## config.mk

```make
export PLATFORM = sky130hd
export DESIGN_NAME = multiplicador_algoritmico
export DESIGN_NICKNAME = d
export VERILOG_FILES = /design/src/rtl/multiplicador_algoritmico.sv
export SDC_FILE = /design/constraint.sdc
export NUM_CORES = 1
export LEC_CHECK = 0
export BUFFER_PORTS_ARGS = -buffer_cell sky130_fd_sc_hd__buf_2
export CAP_MARGIN = 20
export CORE_MARGIN = 2
export CORE_UTILIZATION = 40
export CTS_BUF_LIST = sky130_fd_sc_hd__clkbuf_4 sky130_fd_sc_hd__clkbuf_8 sky130_fd_sc_hd__clkbuf_16
export DETAILED_ROUTE_END_ITERATION = 12
export PLACE_DENSITY = 0.71
export SETUP_SLACK_MARGIN = 0.05
export SLEW_MARGIN = 15
export SYNTH_ARGS = -nofsm -noshare
export SYNTH_HDL_FRONTEND = slang
export SYNTH_SLANG_ARGS = --single-unit
```

## constraint.sdc

```tcl
create_clock -name CLK -period 6.39 [get_ports CLK]
set_input_delay 1.278 -clock CLK [delete_from_list [all_inputs] [get_ports CLK]]
set_output_delay 1.278 -clock CLK [all_outputs]
set_load 0.005 [all_outputs]
```

## src/rtl/multiplicador_algoritmico.sv

```systemverilog
// multiplicador_algoritmico: shift-and-add Num = Coc*Den + Res, one multiplier bit per cycle.
module multiplicador_algoritmico #(
  parameter int size = 32
) (
  input  logic            CLK,
  input  logic            RSTa,
  input  logic            Start,
  input  logic [size-1:0] Coc,
  input  logic [size-1:0] Den,
  input  logic [size-1:0] Res,
  output logic [size-1:0] Num,
  output logic            Ovf,
  output logic            Busy,
  output logic            Done
);
  localparam int CW = $clog2(size + 1);
  typedef enum logic [1:0] {IDLE, OP, FIN} state_t;
  state_t            state_q, state_d;
  logic [size-1:0]   mr_q, mr_d, num_q, num_d;
  logic [2*size-1:0] md_q, md_d, acc_q, acc_d;
  logic [CW-1:0]     cnt_q, cnt_d;
  logic              ovf_q, ovf_d;
  always_ff @(posedge CLK or posedge RSTa) begin
    if (RSTa) begin
      state_q <= IDLE;
      mr_q    <= '0;
      md_q    <= '0;
      acc_q   <= '0;
      cnt_q   <= '0;
      num_q   <= '0;
      ovf_q   <= 1'b0;
    end else begin
      state_q <= state_d;
      mr_q    <= mr_d;
      md_q    <= md_d;
      acc_q   <= acc_d;
      cnt_q   <= cnt_d;
      num_q   <= num_d;
      ovf_q   <= ovf_d;
    end
  end
  // Results are captured from the accumulator value that includes the final add.
  always_comb begin
    state_d = state_q;
    mr_d    = mr_q;
    md_d    = md_q;
    acc_d   = acc_q;
    cnt_d   = cnt_q;
    num_d   = num_q;
    ovf_d   = ovf_q;
    case (state_q)
      IDLE: if (Start) begin
        state_d = OP;
        mr_d    = Coc;
        md_d    = {{size{1'b0}}, Den};
        acc_d   = {{size{1'b0}}, Res};
        cnt_d   = CW'(size);
      end
      OP: begin
        acc_d = mr_q[0] ? acc_q + md_q : acc_q;
        md_d  = md_q << 1;
        mr_d  = mr_q >> 1;
        cnt_d = cnt_q - CW'(1);
        if (cnt_q == CW'(1)) begin
          state_d = FIN;
          num_d   = acc_d[size-1:0];
          ovf_d   = |acc_d[2*size-1:size];
        end
      end
      FIN:     state_d = IDLE;
      default: state_d = IDLE;
    endcase
  end
  assign Num  = num_q;
  assign Ovf  = ovf_q;
  assign Busy = (state_q == OP) || (state_q == FIN);
  assign Done = (state_q == FIN);
endmodule

```

==> impl.org <==
** Yosys
- Of the post-synthesis cell area, the dominant cell type holds 36.7%.
- Counting flops and latches in the post-synthesis netlist gives 201.
- Synthesis handed over a netlist of 1593 instances.
- Average cell area after synthesis :: 8.59 um^2
- The number of nets in the synthesized netlist is 1761.
- Netlist area before placement :: 13700 um^2
- In the synthesized netlist the async set-or-reset flop fraction comes to 100%.
- Number of distinct standard cells referenced by the synthesized netlist :: 82
- The biggest area contributor in the post-synthesis netlist is sky130_fd_sc_hd__dfrtp_1.
- Sorting the synthesized cells by area gives the leading types as sky130_fd_sc_hd__dfrtp_1 (37%), sky130_fd_sc_hd__o21ai_0 (7.4%), sky130_fd_sc_hd__mux2i_1 (7.0%).
- EDFF count, synth :: 0
- Yosys warnings :: 0
- Seq/Total Area, Yosys :: 36.7%
- In the synthesized netlist the dominant register cell turns out to be sky130_fd_sc_hd__dfrtp_1.

** Drt
- Remaining antenna violation count :: 0
- Using the TritonRoute via totals, the vias-per-cell ratio works out to 5.94.
- For this block, the via count after detailed routing is 12581.
- DRC marker count from the first detailed-route iteration :: 974
- The first TritonRoute pass finished after 6 iterations.
- Detail-routed net length per standard cell :: 19.5 um
- For this run, design rule violations remaining after detail routing come to 0.
- The routed design has 41.3 mm of wire.

** Timing
- In the finished design, the share of the clock period the worst path needs comes to 68.9%.
- Once routing completed, OpenROAD measured the worst setup slack at 1990 ps.
- Summed over all failing endpoints, the final setup total negative slack is 0 ps.
- Worst slew margin relative to its limit :: 18.9%
- Shortest clock period the worst path allows after layout :: 4400 ps
- Final Max Tran Viols :: 0
- For the pin with the worst max-slew slack, the measured transition is 1220 ps.
- Derived from the worst setup path, the maximum achievable clock frequency is 227 MHz.
- The clock arrives with 16.7 ps of skew.
- Number of failing hold endpoints at the final stage :: 0
- RSZ-0062 raised after global routing :: no
- Setup violations remaining at the end of the flow were counted as 0.

** Cells and area
- Leaving out fill and tap cells, the most frequent cell in the layout is sky130_fd_sc_hd__nand2_1.
- 0 antenna diodes ended up in the layout.
- Commonest cells after routing, fill and taps aside :: sky130_fd_sc_hd__nand2_1 (235), sky130_fd_sc_hd__o21ai_0 (202), sky130_fd_sc_hd__dfrtp_1 (200)
- Proportion of layout cells with a drive suffix above 1 :: 13.1%
- Synth-to-layout area growth :: 11.9%
- The final layout contains 1825 nets.

** Worst setup path
- The worst register-to-register path begins at acc_q[0].
- For this design, the slowest cell found on the critical path is sky130_fd_sc_hd__or4_1.
- On the worst path, the slowest cell contributes a delay of 540 ps.
- Dominant delay contributor by cell family on the critical path :: compound AO/OA/AOI/OAI gates
- WS Path Type :: reg -> reg
- Reg-to-reg slack, setup :: 1990 ps
- Traced cell by cell, the critical path runs through ha_1, fa_1, a211oi_1, o211ai_1, a41oi_1, o211ai_1, a21oi_1, o21bai_1, xnor2_1, a211o_1, or4_1, a2111oi_2, a21oi_1.
- Counting cells, the worst reg-to-reg path comes to 13.
- Worst-path fanout max :: 4
- Kind of start point of the critical path :: flip-flop
- STA classifies the critical path endpoint as a flip-flop.
- Together, buffers and inverters on the worst path number 0.
- Data arrival, critical path :: 4790 ps
- Data required time of the worst path :: 6780 ps
- Critical register-to-register path endpoint :: Ovf

** Global route
- Across every metal layer, demand over resource in global routing totals 23.0%.
- Highest-utilization routing layer at the global route stage :: met2
- Global-route wire length before repair :: 66.5 mm
- The via count of the first global-routing pass was 12353.
- Entering global routing, the biggest net connects 172 pins.
- Met3 Track Usage GR :: 3.63%
- Total congestion overflow :: 0
- Global-route track usage on met1 :: 31.8%
- Met2 track utilization from global routing :: 37.2%
- The initial antenna violation count came to 0.

** Die
- Number of top-level design ports :: 134
- Die width :: 189 um
- CORE AREA :: 33600 um^2
- Die Y-Extent :: 189 um
- In this run the core area contains 67 standard-cell rows.
- Total Die Area :: 35700 um^2
- Initial core utilization :: 40.7%

** Clock network
- TritonCTS built the clock tree.
- Setup Buffers After CTS :: 0
- The tree built by TritonCTS fans out to 201 sinks.
- Clock-pin slew of the registers on the worst-case setup and hold paths :: 60 ps
- Num CTS Buffers :: 22
- H-tree levels :: 1
- After clock tree synthesis, the flow added hold-fix buffers numbering 0.
- Resized cells post-CTS :: 0
- Library cell used as clock root buffer :: sky130_fd_sc_hd__clkbuf_16
- Max clock buf depth :: 3
- The clock reaches the later pin of the worst-skew pair after 530 ps.

** Place
- HPWL reported at the end of detailed placement :: 30.5 mm
- Final GP Congestion :: 0.962
- Before CTS, the worst setup slack after placement is 2040 ps.
- Buffers placed on the I/O ports in this run total 133.

** Power and ir drop
- In this run the static leakage power is 6.97 nW.
- Total power draw :: 8.41 mW
- Power density of the placed cells :: 549 nW/um^2
- The worst-case IR drop observed on VDD is 0.374 mV.

** Run
- Max capacitance violation total :: 0

** Worst hold path
- The path class of the tightest hold or removal check is reg -> reg.
- The startpoint identified for the worst hold timing path is Num[18].
- Counting instances, the worst hold path has a depth of 2.
- Worst Hold End :: Num[18]

** Outcome
- The flow ran to the end, and the final reports show no timing, DRC or antenna violations.
==> metrics by stage <==
step	std cells	utilization [%]	instance area [um^2]	hold slack, ps
5_1_grt	2118	45.6	15300	503
6_report	2118	45.6	15300	474
3_3_place_gp	2081	43.5	14600	458
3_5_place_dp	2081	43.5	14600	467
2_1_floorplan	1593	-	13700	450
4_1_cts	2118	45.6	15300	481
==> cell usage after synthesis, types with 24 or more instances <==
| cell type | number |
|---|---|
| sky130_fd_sc_hd__a21o_1 | 24 |
| sky130_fd_sc_hd__a21oi_1 | 127 |
| sky130_fd_sc_hd__a22o_1 | 65 |
| sky130_fd_sc_hd__clkbuf_1 | 65 |
| sky130_fd_sc_hd__dfrtp_1 | 201 |
| sky130_fd_sc_hd__ha_1 | 68 |
| sky130_fd_sc_hd__mux2i_1 | 96 |
| sky130_fd_sc_hd__nand2_1 | 236 |
| sky130_fd_sc_hd__nand4_1 | 36 |
| sky130_fd_sc_hd__nor2_1 | 75 |
| sky130_fd_sc_hd__o21ai_0 | 203 |
| sky130_fd_sc_hd__o22ai_1 | 29 |
| sky130_fd_sc_hd__xnor2_1 | 30 |
| sky130_fd_sc_hd__xor2_1 | 27 |
==> where the power goes <==
| part | switching [mW] | internal, mW |
|---|---|---|
| Clock | 0.544 | 0.738 |
| Combinational | 3.19 | 1.78 |
| Sequential | 0.413 | 1.74 |
| Total | 4.15 | 4.26 |
==> sequential cells by signal, indices dropped and copies added (netlist names) <==
signal and count:
Ovf 1, mr_q 32, Num 32, state_q 2
md_q 64, cnt_q 6, acc_q 64
==> worst reg2reg max path: stages (launching register included) <==
cell	delay, ps
sky130_fd_sc_hd__dfrtp_1	410
sky130_fd_sc_hd__ha_1	240
sky130_fd_sc_hd__fa_1	430
sky130_fd_sc_hd__a211oi_1	360
sky130_fd_sc_hd__o211ai_1	190
sky130_fd_sc_hd__a41oi_1	490
sky130_fd_sc_hd__o211ai_1	310
sky130_fd_sc_hd__a21oi_1	350
sky130_fd_sc_hd__o21bai_1	140
sky130_fd_sc_hd__xnor2_1	150
sky130_fd_sc_hd__a211o_1	290
sky130_fd_sc_hd__or4_1	540
sky130_fd_sc_hd__a2111oi_2	300
sky130_fd_sc_hd__a21oi_1	70
==> final cells by class <==
| class | count | area (um^2) |
|---|---|---|
| Clock buffer | 26 | 587 |
| Clock inverter | 11 | 123 |
| Fill cell | 3247 | 18300 |
| Inverter | 23 | 90.1 |
| Multi-Input combinational cell | 1265 | 8170 |
| Sequential cell | 201 | 5030 |
| Tap cell | 448 | 561 |
| Timing Repair Buffer | 144 | 761 |
==> logic make-up after synthesis <==
group	after synthesis	share of synthesized area, %
compound gates	579	26.7
xor+xnor	57	3.65
fa+ha+maj	69	6.36
buf+inv	127	3.84
flops	201	36.7
mux	100	7.35
simple gates	460	15.4
==> layer usage <==
metal | share of wire [%] | up-vias
li1 | - | 5991
met1 | 45 | 6043
met2 | 45 | 478
met3 | 7.0 | 69
met4 | 2.7 | 0
met5 | 0 | -
==> worst max path at each step <==
stage,start,end,slack [ps],cells past startpoint
final,acc_q[0],Ovf,1990,13
after global routing,acc_q[0],Ovf,1790,13
after CTS,md_q[0],Ovf,2020,13
after detailed placement,md_q[0],Ovf,2040,13
after global placement,md_q[0],Ovf,2080,13
after floorplan,RSTa,Num[0],2510,1
No activity file was read; power rests on OpenSTA's default activity.
